$ cat src/rtl/alu_pkg.sv
// Opcode constants and issue-controller state encoding.
// Shared by the ALU and by alu_issue_ctrl.
package alu_pkg;

  localparam logic [3:0] OP_ADD  = 4'b0000;
  localparam logic [3:0] OP_SUB  = 4'b0001;
  localparam logic [3:0] OP_MAC  = 4'b0010;
  localparam logic [3:0] OP_MATT = 4'b1001;

  // A matrix-transpose group is eight back-to-back MATT issues.
  localparam logic [2:0] GROUP_LAST = 3'd7;
  localparam logic [3:0] GROUP_SIZE = 4'd8;

  typedef enum logic [1:0] {
    ST_IDLE  = 2'd0,
    ST_ISSUE = 2'd1,
    ST_WAIT  = 2'd2,
    ST_DONE  = 2'd3
  } issue_state_t;

endpackage

$ cat src/rtl/alu_issue_ctrl_if.sv
// Command, ALU-side and result-side signals of alu_issue_ctrl.
// master = environment/ALU side, slave = the controller.
interface alu_issue_ctrl_if #(
  parameter int INST_W = 4,
  parameter int DATA_W = 16
);
  logic              i_cmd_valid;
  logic              o_cmd_ready;
  logic [INST_W-1:0] i_cmd_inst;
  logic [DATA_W-1:0] i_cmd_a;
  logic [DATA_W-1:0] i_cmd_b;
  logic              i_start;
  logic              o_in_valid;
  logic              i_busy;
  logic [INST_W-1:0] o_inst;
  logic [DATA_W-1:0] o_data_a;
  logic [DATA_W-1:0] o_data_b;
  logic              i_out_valid;
  logic [DATA_W-1:0] i_data;
  logic              o_res_valid;
  logic              i_res_ready;
  logic [INST_W-1:0] o_res_inst;
  logic [DATA_W-1:0] o_res_data;
  logic              o_done;
  logic              o_err;

  modport master (
    output i_cmd_valid, i_cmd_inst, i_cmd_a, i_cmd_b, i_start,
           i_busy, i_out_valid, i_data, i_res_ready,
    input  o_cmd_ready, o_in_valid, o_inst, o_data_a, o_data_b,
           o_res_valid, o_res_inst, o_res_data, o_done, o_err
  );

  modport slave (
    input  i_cmd_valid, i_cmd_inst, i_cmd_a, i_cmd_b, i_start,
           i_busy, i_out_valid, i_data, i_res_ready,
    output o_cmd_ready, o_in_valid, o_inst, o_data_a, o_data_b,
           o_res_valid, o_res_inst, o_res_data, o_done, o_err
  );
endinterface

$ cat src/rtl/sync_fifo.sv
// Single-clock FIFO; a pop frees the slot so a same-cycle push on full succeeds.
module sync_fifo #(
  parameter int WIDTH = 8,
  parameter int DEPTH = 8
) (
  input  logic             i_clk,
  input  logic             i_rst_n,
  input  logic             push,
  input  logic [WIDTH-1:0] wdata,
  input  logic             pop,
  output logic [WIDTH-1:0] rdata,
  output logic             full,
  output logic             empty
);
  localparam int AW = (DEPTH > 1) ? $clog2(DEPTH) : 1;

  logic [WIDTH-1:0] mem [DEPTH];
  logic [AW-1:0]    wptr;
  logic [AW-1:0]    rptr;
  logic [AW:0]      count;
  logic             do_push;
  logic             do_pop;

  assign empty   = (count == '0);
  assign full    = (count == (AW+1)'(DEPTH));
  assign do_pop  = pop && !empty;
  assign do_push = push && (!full || do_pop);
  assign rdata   = mem[rptr];

  always_ff @(posedge i_clk or negedge i_rst_n) begin
    if (!i_rst_n) begin
      wptr  <= '0;
      rptr  <= '0;
      count <= '0;
    end else begin
      if (do_push) wptr <= (wptr == AW'(DEPTH - 1)) ? '0 : wptr + AW'(1);
      if (do_pop)  rptr <= (rptr == AW'(DEPTH - 1)) ? '0 : rptr + AW'(1);
      case ({do_push, do_pop})
        2'b10:   count <= count + (AW+1)'(1);
        2'b01:   count <= count - (AW+1)'(1);
        default: count <= count;
      endcase
    end
  end

  always_ff @(posedge i_clk) begin
    if (do_push) mem[wptr] <= wdata;
  end

endmodule

$ cat src/rtl/alu_issue_ctrl.sv
// Drains queued ALU commands into the ALU and collects tagged results.
//   state | meaning
//   IDLE  | holding commands, waiting for i_start
//   ISSUE | presenting the command head to the ALU while the issue gate passes
//   WAIT  | results outstanding, nothing issuable
//   DONE  | one-cycle o_done pulse, then back to IDLE
module alu_issue_ctrl
  import alu_pkg::*;
#(
  parameter int INST_W    = 4,
  parameter int DATA_W    = 16,
  parameter int CMD_DEPTH = 8,
  parameter int RES_DEPTH = 8,
  parameter int TIMEOUT   = 16
) (
  input logic             i_clk,
  input logic             i_rst_n,
  alu_issue_ctrl_if.slave bus
);
  localparam int CMD_W = INST_W + 2 * DATA_W;
  localparam int RES_W = INST_W + DATA_W;
  localparam int TMR_W = $clog2(TIMEOUT + 1);

  logic [CMD_W-1:0]  cmd_head;
  logic              cmd_full;
  logic              cmd_empty;
  logic              cmd_push;
  logic [RES_W-1:0]  res_head;
  logic              res_full;
  logic              res_empty;
  logic              res_pop;
  logic [INST_W-1:0] head_inst;
  logic [DATA_W-1:0] head_a;
  logic [DATA_W-1:0] head_b;

  issue_state_t      state;
  logic [2:0]        grp;
  logic [3:0]        outstanding;
  logic [TMR_W-1:0]  tmr;
  logic [INST_W-1:0] last_inst;
  logic              done_r;
  logic              err_r;

  logic              head_matt;
  logic              issue;
  logic              res_accept;
  logic              tmo;
  logic              drained;

  assign cmd_push = bus.i_cmd_valid && !cmd_full;
  assign res_pop  = bus.i_res_ready && !res_empty;

  sync_fifo #(.WIDTH(CMD_W), .DEPTH(CMD_DEPTH)) u_cmd_fifo (
    .i_clk   (i_clk),
    .i_rst_n (i_rst_n),
    .push    (cmd_push),
    .wdata   ({bus.i_cmd_inst, bus.i_cmd_a, bus.i_cmd_b}),
    .pop     (issue),
    .rdata   (cmd_head),
    .full    (cmd_full),
    .empty   (cmd_empty)
  );

  sync_fifo #(.WIDTH(RES_W), .DEPTH(RES_DEPTH)) u_res_fifo (
    .i_clk   (i_clk),
    .i_rst_n (i_rst_n),
    .push    (res_accept),
    .wdata   ({last_inst, bus.i_data}),
    .pop     (res_pop),
    .rdata   (res_head),
    .full    (res_full),
    .empty   (res_empty)
  );

  assign {head_inst, head_a, head_b} = cmd_head;
  assign head_matt = (head_inst == INST_W'(OP_MATT));

  // First MATT of a group needs a drained result FIFO to hold all eight results;
  // the rest of the group streams in without waiting.
  always_comb begin
    issue = 1'b0;
    if (state == ST_ISSUE && !cmd_empty && !bus.i_busy) begin
      if (!head_matt)      issue = (outstanding == 4'd0) && !res_full;
      else if (grp == 3'd0) issue = (outstanding == 4'd0) && res_empty;
      else                  issue = 1'b1;
    end
  end

  assign res_accept = bus.i_out_valid && (outstanding != 4'd0);
  assign tmo        = (outstanding != 4'd0) && !res_accept && (tmr == '0);
  assign drained    = cmd_empty && (outstanding == 4'd0) && (grp == 3'd0);

  assign bus.o_cmd_ready = !cmd_full;
  assign bus.o_in_valid  = issue;
  assign bus.o_inst      = cmd_empty ? '0 : head_inst;
  assign bus.o_data_a    = cmd_empty ? '0 : head_a;
  assign bus.o_data_b    = cmd_empty ? '0 : head_b;
  assign bus.o_res_valid = !res_empty;
  assign bus.o_res_inst  = res_empty ? '0 : res_head[RES_W-1:DATA_W];
  assign bus.o_res_data  = res_empty ? '0 : res_head[DATA_W-1:0];
  assign bus.o_done      = done_r;
  assign bus.o_err       = err_r;

  always_ff @(posedge i_clk or negedge i_rst_n) begin
    if (!i_rst_n) begin
      outstanding <= 4'd0;
      grp         <= 3'd0;
      tmr         <= TMR_W'(TIMEOUT - 1);
      last_inst   <= '0;
    end else begin
      if (tmo)
        outstanding <= 4'd0;
      else if (issue && !head_matt)
        outstanding <= 4'd1;
      else if (issue && grp == GROUP_LAST)
        outstanding <= GROUP_SIZE;
      else if (res_accept)
        outstanding <= outstanding - 4'd1;

      if (tmo)                    grp <= 3'd0;
      else if (issue && head_matt) grp <= grp + 3'd1;

      // Down-counter reloads while idle or on each result; expiry is the zero compare.
      if (outstanding == 4'd0 || res_accept) tmr <= TMR_W'(TIMEOUT - 1);
      else if (tmr != '0)                    tmr <= tmr - TMR_W'(1);

      if (issue) last_inst <= head_inst;
    end
  end

  always_ff @(posedge i_clk or negedge i_rst_n) begin
    if (!i_rst_n) begin
      state  <= ST_IDLE;
      done_r <= 1'b0;
      err_r  <= 1'b0;
    end else begin
      case (state)
        ST_IDLE: begin
          if (bus.i_start) begin
            err_r  <= 1'b0;
            done_r <= cmd_empty;
            state  <= cmd_empty ? ST_DONE : ST_ISSUE;
          end
        end
        ST_ISSUE, ST_WAIT: begin
          if (tmo) begin
            err_r  <= 1'b1;
            done_r <= 1'b1;
            state  <= ST_DONE;
          end else if (drained) begin
            done_r <= 1'b1;
            state  <= ST_DONE;
          end else if (state == ST_ISSUE && outstanding != 4'd0 && !issue) begin
            state <= ST_WAIT;
          end else if (state == ST_WAIT && outstanding == 4'd0 &&
                       (!cmd_empty || grp != 3'd0)) begin
            state <= ST_ISSUE;
          end
        end
        ST_DONE: begin
          done_r <= 1'b0;
          state  <= ST_IDLE;
        end
        default: begin
          done_r <= 1'b0;
          state  <= ST_IDLE;
        end
      endcase
    end
  end

endmodule

$ cat src/flat_wrapper.sv
// flat-port wrapper written by rule: the top's interface ports become plain ports
module alu_issue_ctrl_flat import alu_pkg::*;
#(
  parameter int INST_W    = 4,
  parameter int DATA_W    = 16,
  parameter int CMD_DEPTH = 8,
  parameter int RES_DEPTH = 8,
  parameter int TIMEOUT   = 16
)
  (i_clk, i_rst_n, bus_i_cmd_valid, bus_i_cmd_inst, bus_i_cmd_a, bus_i_cmd_b, bus_i_start, bus_i_busy, bus_i_out_valid, bus_i_data, bus_i_res_ready, bus_o_cmd_ready, bus_o_in_valid, bus_o_inst, bus_o_data_a, bus_o_data_b, bus_o_res_valid, bus_o_res_inst, bus_o_res_data, bus_o_done, bus_o_err);
  alu_issue_ctrl_if #(.INST_W(INST_W), .DATA_W(DATA_W)) bus_i ();
  input logic i_clk;
  input logic i_rst_n;
  input wire logic [$bits(bus_i.i_cmd_valid)-1:0] bus_i_cmd_valid;
  input wire logic [$bits(bus_i.i_cmd_inst)-1:0] bus_i_cmd_inst;
  input wire logic [$bits(bus_i.i_cmd_a)-1:0] bus_i_cmd_a;
  input wire logic [$bits(bus_i.i_cmd_b)-1:0] bus_i_cmd_b;
  input wire logic [$bits(bus_i.i_start)-1:0] bus_i_start;
  input wire logic [$bits(bus_i.i_busy)-1:0] bus_i_busy;
  input wire logic [$bits(bus_i.i_out_valid)-1:0] bus_i_out_valid;
  input wire logic [$bits(bus_i.i_data)-1:0] bus_i_data;
  input wire logic [$bits(bus_i.i_res_ready)-1:0] bus_i_res_ready;
  output wire logic [$bits(bus_i.o_cmd_ready)-1:0] bus_o_cmd_ready;
  output wire logic [$bits(bus_i.o_in_valid)-1:0] bus_o_in_valid;
  output wire logic [$bits(bus_i.o_inst)-1:0] bus_o_inst;
  output wire logic [$bits(bus_i.o_data_a)-1:0] bus_o_data_a;
  output wire logic [$bits(bus_i.o_data_b)-1:0] bus_o_data_b;
  output wire logic [$bits(bus_i.o_res_valid)-1:0] bus_o_res_valid;
  output wire logic [$bits(bus_i.o_res_inst)-1:0] bus_o_res_inst;
  output wire logic [$bits(bus_i.o_res_data)-1:0] bus_o_res_data;
  output wire logic [$bits(bus_i.o_done)-1:0] bus_o_done;
  output wire logic [$bits(bus_i.o_err)-1:0] bus_o_err;
  assign bus_i.i_cmd_valid = bus_i_cmd_valid;
  assign bus_i.i_cmd_inst = bus_i_cmd_inst;
  assign bus_i.i_cmd_a = bus_i_cmd_a;
  assign bus_i.i_cmd_b = bus_i_cmd_b;
  assign bus_i.i_start = bus_i_start;
  assign bus_i.i_busy = bus_i_busy;
  assign bus_i.i_out_valid = bus_i_out_valid;
  assign bus_i.i_data = bus_i_data;
  assign bus_i.i_res_ready = bus_i_res_ready;
  assign bus_o_cmd_ready = bus_i.o_cmd_ready;
  assign bus_o_in_valid = bus_i.o_in_valid;
  assign bus_o_inst = bus_i.o_inst;
  assign bus_o_data_a = bus_i.o_data_a;
  assign bus_o_data_b = bus_i.o_data_b;
  assign bus_o_res_valid = bus_i.o_res_valid;
  assign bus_o_res_inst = bus_i.o_res_inst;
  assign bus_o_res_data = bus_i.o_res_data;
  assign bus_o_done = bus_i.o_done;
  assign bus_o_err = bus_i.o_err;
  alu_issue_ctrl #(.INST_W(INST_W), .DATA_W(DATA_W), .CMD_DEPTH(CMD_DEPTH), .RES_DEPTH(RES_DEPTH), .TIMEOUT(TIMEOUT)) u_core (.i_clk(i_clk), .i_rst_n(i_rst_n), .bus(bus_i));
endmodule
$ cat config.mk
export PLATFORM = sky130hd
export DESIGN_NAME = alu_issue_ctrl_flat
export DESIGN_NICKNAME = d
export VERILOG_FILES = /design/src/rtl/alu_pkg.sv /design/src/rtl/alu_issue_ctrl_if.sv /design/src/rtl/sync_fifo.sv /design/src/rtl/alu_issue_ctrl.sv /design/src/flat_wrapper.sv
export SDC_FILE = /design/constraint.sdc
export NUM_CORES = 1
export LEC_CHECK = 0
export CORE_ASPECT_RATIO = 1.75
export CORE_MARGIN = 2
export CORE_UTILIZATION = 30
export DETAILED_ROUTE_END_ITERATION = 6
export PLACE_DENSITY_LB_ADDON = 0.15
export REMOVE_ABC_BUFFERS = 1
export SLEW_MARGIN = 20
export SYNTH_ARGS = -nofsm -noshare
export SYNTH_HDL_FRONTEND = slang
export SYNTH_SLANG_ARGS = --single-unit
$ cat constraint.sdc
create_clock -name i_clk -period 6.1 [get_ports i_clk]
set_input_delay 0.915 -clock i_clk [delete_from_list [all_inputs] [get_ports i_clk]]
set_output_delay 0.915 -clock i_clk [all_outputs]
set_load 0.05 [all_outputs]
==> metrics.cfg, run 1 <==
[clock_tree]
cts_root_buffer = clkbuf_16
clk-insertion-delay-late_ps = 580
cts.clk_slew.worst_paths_ps = 60
cts_tree = done
post_cts_resized = 0
clk_path_buf_depth = 3
clock_sinks = 488
cts_setup_buffers = 0
cts_hold_buffers = 0
cts_max_level = 2
cts_buffers = 47

[drt]
drt_iter0_drc = 392
wl_per_cell_um = 22.04
routed_wl_um = 43270
drc = 0
route.vias.total = 9381
via_per_inst = 4.779
drt_pre_antenna_iters = 6
ant_nets = 0

[yosys]
async_flop_share = 0.08197
syn-cell-area_sq_um = 19390
synth_ff_type = edfxtp_1
yosysTopAreaCell = edfxtp_1
synth-edff-count = 448
avgSynthCellArea_sq_um = 20.08
yosys_warnings = 0
synthTopCellsByArea = edfxtp_1 69%, mux4_2 13%, dfrtp_1 4.6%
synth_top_cell_area_share = 0.6936
ys_ff_latch = 488
yosysUniqueCellTypes = 51
synthCells = 966
ys_seq_area_frac = 0.7455

[sta]
slew_headroom = 0.3592
skew_ps = 11.95
worst_pin_slew_ps = 953.9
finalSetupTns_ps = 0
final_max_slew_viol_count = 0
setup_viol = 0
hold_slack_ps = 315.5
fmax_ghz = 0.2042
hold_viol = 0
period_needed_ps = 4898
min_period_over_period = 0.8030
rsz0062_at_grt = false

[layout]
drive_above_1_share = 0.2042
area_delta_synth_final_pct = 19.26
nNetsFinal = 1197
final_cell_mix = 448 x edfxtp_1, 118 x clkdlybuf4s50_1, 112 x mux4_2, 72 x nor2_1, 58 x mux2i_1
nFillCells = 5977
layout_commonest_cell = edfxtp_1
diodes = 0
seq_area_sq_um = 14470
multiInputGateArea_sq_um = 4800

[run]
cap_violations = 0

[floorplanning]
coreArea_sq_um = 64180
rows = 123
die_y_um = 340.4
start_util = 0.3022
dieArea_sq_um = 66780
chipWidth_um = 196.2
pin_count = 120

[power]
switchingPower_uw = 4234
clkPwrFrac = 0.238
switching_share = 0.3606
power_density_nw_per_um2 = 507.7
internal_power_uw = 7509
p_comb_frac = 0.368
ir_drop_mv = 0.3570
p_leak_uw = 0.007566
power_frac_seq = 0.394

[critical_path]
cp_max_fo = 34
required_ps = 5180
worstSetupPathType = reg2out
start_kind = flip-flop
arrival_ps = 3980
crit_path_end_kind = primary output

[run_status]
status = finished clean

[global_route]
grt_first_pass_wirelength_um = 65840
grt_pass1_vias = 10470
grt_max_degree = 47
antenna_found_initial = 3
grt_use_total = 0.1327
grt.overflow.total = 0

[placement]
dpl.hpwl_um = 24290
port-buffer-count = 119
place.gp.congestion = 0.7045

[hold_path]
hold_class = in2async

==> critical path: stages (launching register included) <==
cell	delay, ps
dfrtp_4	870
mux4_2	630
mux2i_4	220
and4_4	290
mux2i_4	570
inv_2	50
clkdlybuf4s50_1	750
==> through the flow <==
| stage | util | worst slack (ps) | cell area (sq um) | instances | total power [uW] |
|---|---|---|---|---|---|
| floorplan | - | 371.4 | 19210 | 924 | 7656 |
| global route | 0.3604 | 882.5 | 23130 | 1963 | 12370 |
| detailed placement | 0.3380 | 1670 | 21690 | 1876 | 9150 |
| finish | 0.3604 | 1202 | 23130 | 1963 | 11740 |
| CTS | 0.3603 | 1015 | 23120 | 1963 | 11990 |
| global placement | 0.3380 | 1654 | 21690 | 1876 | 9125 |
==> path summary, 6_finish.rpt <==
kind	start	end	slack (ps)	cells after the start
max in group asynchronous	i_rst_n	u_core.u_cmd_fifo.rptr[0]$_DFFE_PN0P_	5310	1
hold reg to reg	u_core.u_res_fifo.count[3]$_DFFE_PN0P_	u_core.u_res_fifo.count[3]$_DFFE_PN0P_	510	1
hold / removal	i_rst_n	u_core.u_cmd_fifo.wptr[2]$_DFFE_PN0P_	320	1
setup reg to reg	u_core.u_cmd_fifo.rptr[0]$_DFFE_PN0P_	u_core.u_cmd_fifo.count[2]$_DFFE_PN0P_	2130	12
min in group i_clk	u_core.u_res_fifo.count[3]$_DFFE_PN0P_	u_core.u_res_fifo.count[3]$_DFFE_PN0P_	510	1
setup / recovery	u_core.u_cmd_fifo.rptr[0]$_DFFE_PN0P_	bus_o_in_valid	1200	6
==> cells by family (layout without fill, tap and decap cells) <==
family	after synthesis	count (layout)	synth area share
XOR/XNOR	13	13	0.005871
adder cells (fa/ha/maj)	25	25	0.01652
multiplexers	180	180	0.1675
flip-flops	488	488	0.7455
buffers and inverters	59	244	0.01303
AO/OA/AOI/OAI	39	39	0.01290
AND/OR/NAND/NOR	162	162	0.03864
==> power groups by stage <==
stage | clock (uW) | combinational [uW] | sequential (uW)
2_1_floorplan | 0 | 2870 | 4780
3_3_place_gp | 0 | 4420 | 4700
3_5_place_dp | 0 | 4430 | 4720
4_1_cts | 2890 | 4450 | 4650
5_1_grt | 3000 | 4660 | 4710
6_report | 2790 | 4320 | 4630
==> sequential cells by signal, indices dropped and copies added (netlist names) <==
name / cells
u_core.u_cmd_fifo.wptr: 3
u_core.u_cmd_fifo.count: 4
u_core.u_cmd_fifo.rptr: 3
u_core.outstanding: 4
u_core.u_res_fifo.count: 4
u_core.tmr: 5
u_core.u_res_fifo.wptr: 3
u_core.bus.o_err: 1
u_core.u_res_fifo.mem: 160
u_core.last_inst: 4
u_core.bus.o_done: 1
u_core.grp: 3
u_core.u_res_fifo.rptr: 3
u_core.state: 2
u_core.u_cmd_fifo.mem: 288
==> layer usage <==
| layer | global-route usage | wire length, um | part of all wire |
|---|---|---|---|
| met5 | 0 | 40 | 0.00092 |
| met4 | 0.03898 | 1056 | 0.024 |
| met3 | 0.03042 | 1991 | 0.046 |
| met2 | 0.2451 | 22920 | 0.53 |
| met1 | 0.1520 | 17260 | 0.40 |
==> area by class of cell <==
type	count	share of cell area
clock buffers	62	0.05328
clock inverters	25	0.008817
inverters	17	0.002759
multi-input cells	419	0.2075
flip-flops and latches	488	0.6255
well taps	812	0.04392
repair buffers	140	0.05820
==> synth_stat cells (all sizes together), types with 2 or more instances <==
cell type / number
a21o: 6
nand2b: 10
nor4: 5
and2: 4
dfrtp: 36
nor3b: 2
nand3: 5
and3: 2
xor2: 7
buf: 24
mux2i: 61
and4: 2
nor2b: 6
or3b: 2
edfxtp: 448
dfstp: 4
a21oi: 7
xnor2: 6
nor3: 17
o32a: 2
mux4: 112
inv: 17
clkbuf: 18
nor2: 78
ha: 24
mux2: 7
o21ai: 14
nand2: 26
Power figures use the tool's default switching activity.
==> run 2: changes to the inputs <==
==> constraint.sdc (replaced) <==
create_clock -name i_clk -period 4.6 [get_ports i_clk]
set_input_delay 0.69 -clock i_clk [delete_from_list [all_inputs] [get_ports i_clk]]
set_output_delay 0.69 -clock i_clk [all_outputs]
set_load 0.05 [all_outputs]
==> metrics.cfg, run 2 (same netlist as run 1, synthesis figures left out) <==
[global_route]
grt_use_total = 0.1337
grt.overflow.total = 0
grt_first_pass_wirelength_um = 66140
antenna_found_initial = 2
grt_pass1_vias = 10570
grt_max_degree = 44

[floorplanning]
chipWidth_um = 196.2
coreArea_sq_um = 64180
start_util = 0.3022
pin_count = 120
die_y_um = 340.4
dieArea_sq_um = 66780
rows = 123

[drt]
via_per_inst = 4.744
drt_pre_antenna_iters = 6
route.vias.total = 9332
wl_per_cell_um = 22.00
drc = 0
ant_nets = 0
routed_wl_um = 43280
drt_iter0_drc = 335

[run_status]
status = finished clean

[sta]
worst_pin_slew_ps = 958.9
hold_slack_ps = 153.5
hold_viol = 0
rsz0062_at_grt = false
setup_viol = 0
fmax_ghz = 0.2488
min_period_over_period = 0.8737
finalSetupTns_ps = 0
skew_ps = 27.22
period_needed_ps = 4019
final_max_slew_viol_count = 0
slew_headroom = 0.3558

[power]
p_leak_uw = 0.007634
internal_power_uw = 9986
switching_share = 0.3608
p_comb_frac = 0.371
power_density_nw_per_um2 = 672.4
ir_drop_mv = 0.4390
switchingPower_uw = 5636
power_frac_seq = 0.393
clkPwrFrac = 0.235

[clock_tree]
cts_root_buffer = clkbuf_16
cts_hold_buffers = 0
clock_sinks = 488
cts_buffers = 46
clk_path_buf_depth = 3
cts_max_level = 2
cts_tree = done
clk-insertion-delay-late_ps = 600
post_cts_resized = 0
cts.clk_slew.worst_paths_ps = 70
cts_setup_buffers = 0

[placement]
dpl.hpwl_um = 25410
place.gp.congestion = 0.6708
port-buffer-count = 119
dpl-instance-area_sq_um = 21800

[hold_path]
hold_class = in2async

[critical_path]
arrival_ps = 3330
path_cells = buf_4 -> mux4_2 -> mux2i_1 -> nor2_1 -> clkdlybuf4s50_1
start_kind = flip-flop
cp_max_fo = 24
required_ps = 3910
worstSetupPathType = reg2out
critPathSlowestCell = clkdlybuf4s50_1
ff2ff_path_depth = 12
critical_path.max_stage_delay_ps = 740
crit_path_end_kind = primary output

[layout]
largest_register = u_core.u_cmd_fifo.mem
drive_above_1_share = 0.2113
reg.largest.list = u_core.u_cmd_fifo.mem (288), u_core.u_res_fifo.mem (160), u_core.tmr (5)
largest_reg_flops = 288
diodes = 0
area_delta_synth_final_pct = 19.79
nFillCells = 5997
final_cell_mix = 448 x edfxtp_1, 117 x clkdlybuf4s50_1, 112 x mux4_2, 72 x nor2_1, 58 x mux2i_1
stdcell_area_sq_um = 23230
nNetsFinal = 1207
layout_commonest_cell = edfxtp_1
final_core_util = 0.3620

[run]
cap_violations = 0

-- run 2: changes by cell type in the layout (fill, tap and decap cells not counted), sizes merged --
cell           change
clkdlybuf4s50      -1
clkinv             +3
inv                -2
buf               +12
clkinvlp           -2
clkbuf             -6
-- run 2: worst max-delay path, delay by kind of cell, from the launching register on --
family	cells	cell delay (ps)
simple gates	1	90
buf+inv	2	1170
flops	1	730
mux	2	730
-- run 2: through the flow --
stage / worst slack, ps / std cells / total power (uW)
2_1_floorplan: -1129 / 924 / 10150
3_3_place_gp: 1141 / 1887 / 12190
6_report: 581.0 / 1967 / 15620
4_1_cts: 464.2 / 1967 / 15980
3_5_place_dp: 1141 / 1887 / 12220
5_1_grt: 339.9 / 1967 / 16500
-- run 2: worst paths after layout --
kind	startpoint	endpoint	slack (ps)
worst min-delay path	i_rst_n	u_core.bus.o_err$_DFFE_PN0P_	150
min in group i_clk	u_core.bus.o_err$_DFFE_PN0P_	u_core.bus.o_err$_DFFE_PN0P_	520
max in group asynchronous	i_rst_n	u_core.u_cmd_fifo.rptr[1]$_DFFE_PN0P_	3980
worst max register to register	u_core.u_cmd_fifo.rptr[2]$_DFFE_PN0P_	u_core.u_cmd_fifo.count[2]$_DFFE_PN0P_	1210
worst min register to register	u_core.bus.o_err$_DFFE_PN0P_	u_core.bus.o_err$_DFFE_PN0P_	520
worst max-delay path	u_core.u_cmd_fifo.rptr[0]$_DFFE_PN0P_	bus_o_data_a[1]	580
-- run 2: area by class of cell --
| class | count | area [sq um] | share of cell area |
|---|---|---|---|
| Clock buffer | 56 | 1189 | 0.05116 |
| Sequential cell | 488 | 14470 | 0.6228 |
| Inverter | 17 | 63.81 | 0.002747 |
| Timing Repair Buffer | 151 | 1474 | 0.06344 |
| Multi-Input combinational cell | 419 | 4785 | 0.2059 |
| Clock inverter | 24 | 236.5 | 0.01018 |
| Tap cell | 812 | 1016 | 0.04373 |
-- run 2: routing by layer --
layer | share of wire | global-route usage
met1 | 0.39 | 0.1520
met2 | 0.53 | 0.2459
met3 | 0.051 | 0.03399
met4 | 0.023 | 0.03851
met5 | 0.00062 | 0
-- run 2: power by group through the flow --
stage               clock [uW]  sequential [uW]  combinational (uW)
global placement             0             6240                5960
detailed placement           0             6260                5960
floorplan                    0             6340                3810
global route              3970             6240                6280
finish                    3680             6140                5800
CTS                       3830             6170                5980
==> run 3: changes to the inputs <==
--- a/config.mk
+++ b/config.mk
@@ -5,8 +5,8 @@
 export SDC_FILE = /design/constraint.sdc
 export NUM_CORES = 1
 export LEC_CHECK = 0
+export CAP_MARGIN = 40
 export CORE_ASPECT_RATIO = 1.75
-export CORE_MARGIN = 2
 export CORE_UTILIZATION = 30
 export DETAILED_ROUTE_END_ITERATION = 6
 export PLACE_DENSITY_LB_ADDON = 0.15
==> metrics.cfg, run 3 (same netlist as run 1, synthesis figures left out) <==
[run_status]
status = finished clean

[drt]
via_per_inst = 4.744
ant_nets = 0
drt_iter0_drc = 323
wl_per_cell_um = 21.90
drc = 0
routed_wl_um = 43090
drt_pre_antenna_iters = 4
route.vias.total = 9336

[global_route]
grt_max_degree = 44
grt_pass1_vias = 10450
antenna_found_initial = 1
grt_use_total = 0.1346
grt.overflow.total = 0
grt_first_pass_wirelength_um = 65540

[critical_path]
critical_path.max_stage_delay_ps = 740
critPathSlowestCell = dfrtp_4
crit_path_end_kind = primary output
reg2reg_to = u_core.u_cmd_fifo.count[2]$_DFFE_PN0P_
path_cells = mux4_2 -> mux2i_4 -> and4_4 -> mux2i_4 -> inv_2 -> clkdlybuf4s50_1
cp_max_fo = 24
r2r_start = u_core.u_cmd_fifo.rptr[0]$_DFFE_PN0P_
arrival_ps = 3560
crit_top_cell = mux2i_4
required_ps = 3910
ff2ff_path_depth = 12
r2r_setup_slack_ps = 1120
worstSetupPathType = reg2out
start_kind = flip-flop

[placement]
port-buffer-count = 119
dpl-instance-area_sq_um = 21760
dpl.hpwl_um = 24490
pre_cts_ws_ps = 886.8
place.gp.congestion = 0.7057

[clock_tree]
post_cts_resized = 0
clock_sinks = 488
cts.clk_slew.worst_paths_ps = 60
cts_hold_buffers = 0
cts_buffers = 47
cts_setup_buffers = 0
cts_tree = done
cts_max_level = 2
cts_root_buffer = clkbuf_16
clk-insertion-delay-late_ps = 590
clk_path_buf_depth = 3

[sta]
rsz0062_at_grt = false
period_needed_ps = 4251
fin_ws_ps = 349.1
min_period_over_period = 0.9241
hold_slack_ps = 164.1
setup_viol = 0
final_max_slew_viol_count = 0
slew_headroom = 0.4969
hold_viol = 0
skew_ps = 20.33
worst_pin_slew_ps = 754.6
fmax_ghz = 0.2352

[layout]
nNetsFinal = 1206
drive_above_1_share = 0.2085
largest_register = u_core.u_cmd_fifo.mem
reg.largest.list = u_core.u_cmd_fifo.mem (288), u_core.u_res_fifo.mem (160), u_core.tmr (5)
seq_area_sq_um = 14470
multiInputGateArea_sq_um = 4781
final_cell_mix = 448 x edfxtp_1, 118 x clkdlybuf4s50_1, 112 x mux4_2, 72 x nor2_1, 58 x mux2i_1
stdcell_area_sq_um = 23230
largest_reg_flops = 288
area_delta_synth_final_pct = 19.77
diodes = 0
layout_commonest_cell = edfxtp_1
nFillCells = 5931

[floorplanning]
coreArea_sq_um = 64180
chipWidth_um = 194.2
dieArea_sq_um = 65710
start_util = 0.3022
pin_count = 120
die_y_um = 338.4
rows = 123

[power]
p_leak_uw = 0.007632
power_density_nw_per_um2 = 675.7
ir_drop_mv = 0.3164
power_frac_seq = 0.391
switching_share = 0.3586
p_comb_frac = 0.369
clkPwrFrac = 0.240
switchingPower_uw = 5629
internal_power_uw = 10070

[hold_path]
hold_class = in2async

[run]
cap_violations = 0

## run 3: per-layer routing
layer | GRT usage | wire (um) | vias to the layer above
met3 | 0.03198 | 2003 | 65
li1 | - | - | 4189
met1 | 0.1485 | 16820 | 4910
met5 | 0 | 13 | -
met2 | 0.2507 | 23130 | 170
met4 | 0.04415 | 1120 | 2
## run 3: cell type report
cell class,count,share of cell area
Inverter,17,0.002747
Clock buffer,58,0.05332
Tap cell,812,0.04374
Timing Repair Buffer,149,0.06173
Multi-Input combinational cell,419,0.2058
Sequential cell,488,0.6229
Clock inverter,25,0.009749
## run 3: worst max path at each step
| stage | startpoint | to | slack, ps | depth (start not counted) |
|---|---|---|---|---|
| after floorplan | u_core.u_cmd_fifo.rptr[0]$_DFFE_PN0P_ | u_core.u_cmd_fifo.count[2]$_DFFE_PN0P_ | -1130 | 12 |
| after global placement | u_core.u_cmd_fifo.rptr[0]$_DFFE_PN0P_ | bus_o_in_valid | 910 | 6 |
| after detailed placement | u_core.u_cmd_fifo.rptr[0]$_DFFE_PN0P_ | bus_o_in_valid | 890 | 6 |
| after CTS | u_core.u_cmd_fifo.rptr[0]$_DFFE_PN0P_ | bus_o_in_valid | 220 | 6 |
| after global routing | u_core.u_cmd_fifo.rptr[0]$_DFFE_PN0P_ | bus_o_in_valid | 130 | 6 |
| final | u_core.u_cmd_fifo.rptr[0]$_DFFE_PN0P_ | bus_o_in_valid | 350 | 6 |
## run 3: critical path, delay by kind of cell, from the launching register on
kind	cells	cell delay, ps
AND/OR/NAND/NOR	1	290
flip-flops	1	740
buffers and inverters	2	800
multiplexers	3	1140
## run 3: metrics by stage
stage	power, uW	util	setup TNS, ps	std cells
2_1_floorplan	10150	-	-39840	924
3_3_place_gp	12150	0.3389	0	1883
3_5_place_dp	12190	0.3391	0	1885
4_1_cts	16010	0.3620	0	1968
5_1_grt	16480	0.3620	0	1968
6_report	15700	0.3620	0	1968
## run 3: power groups by stage
stage               clock network [uW]  registers, uW  logic, uW
detailed placement                   0           6260       5930
CTS                               3890           6170       5950
finish                            3760           6140       5790
floorplan                            0           6340       3810
global route                      4030           6230       6220
global placement                     0           6230       5930
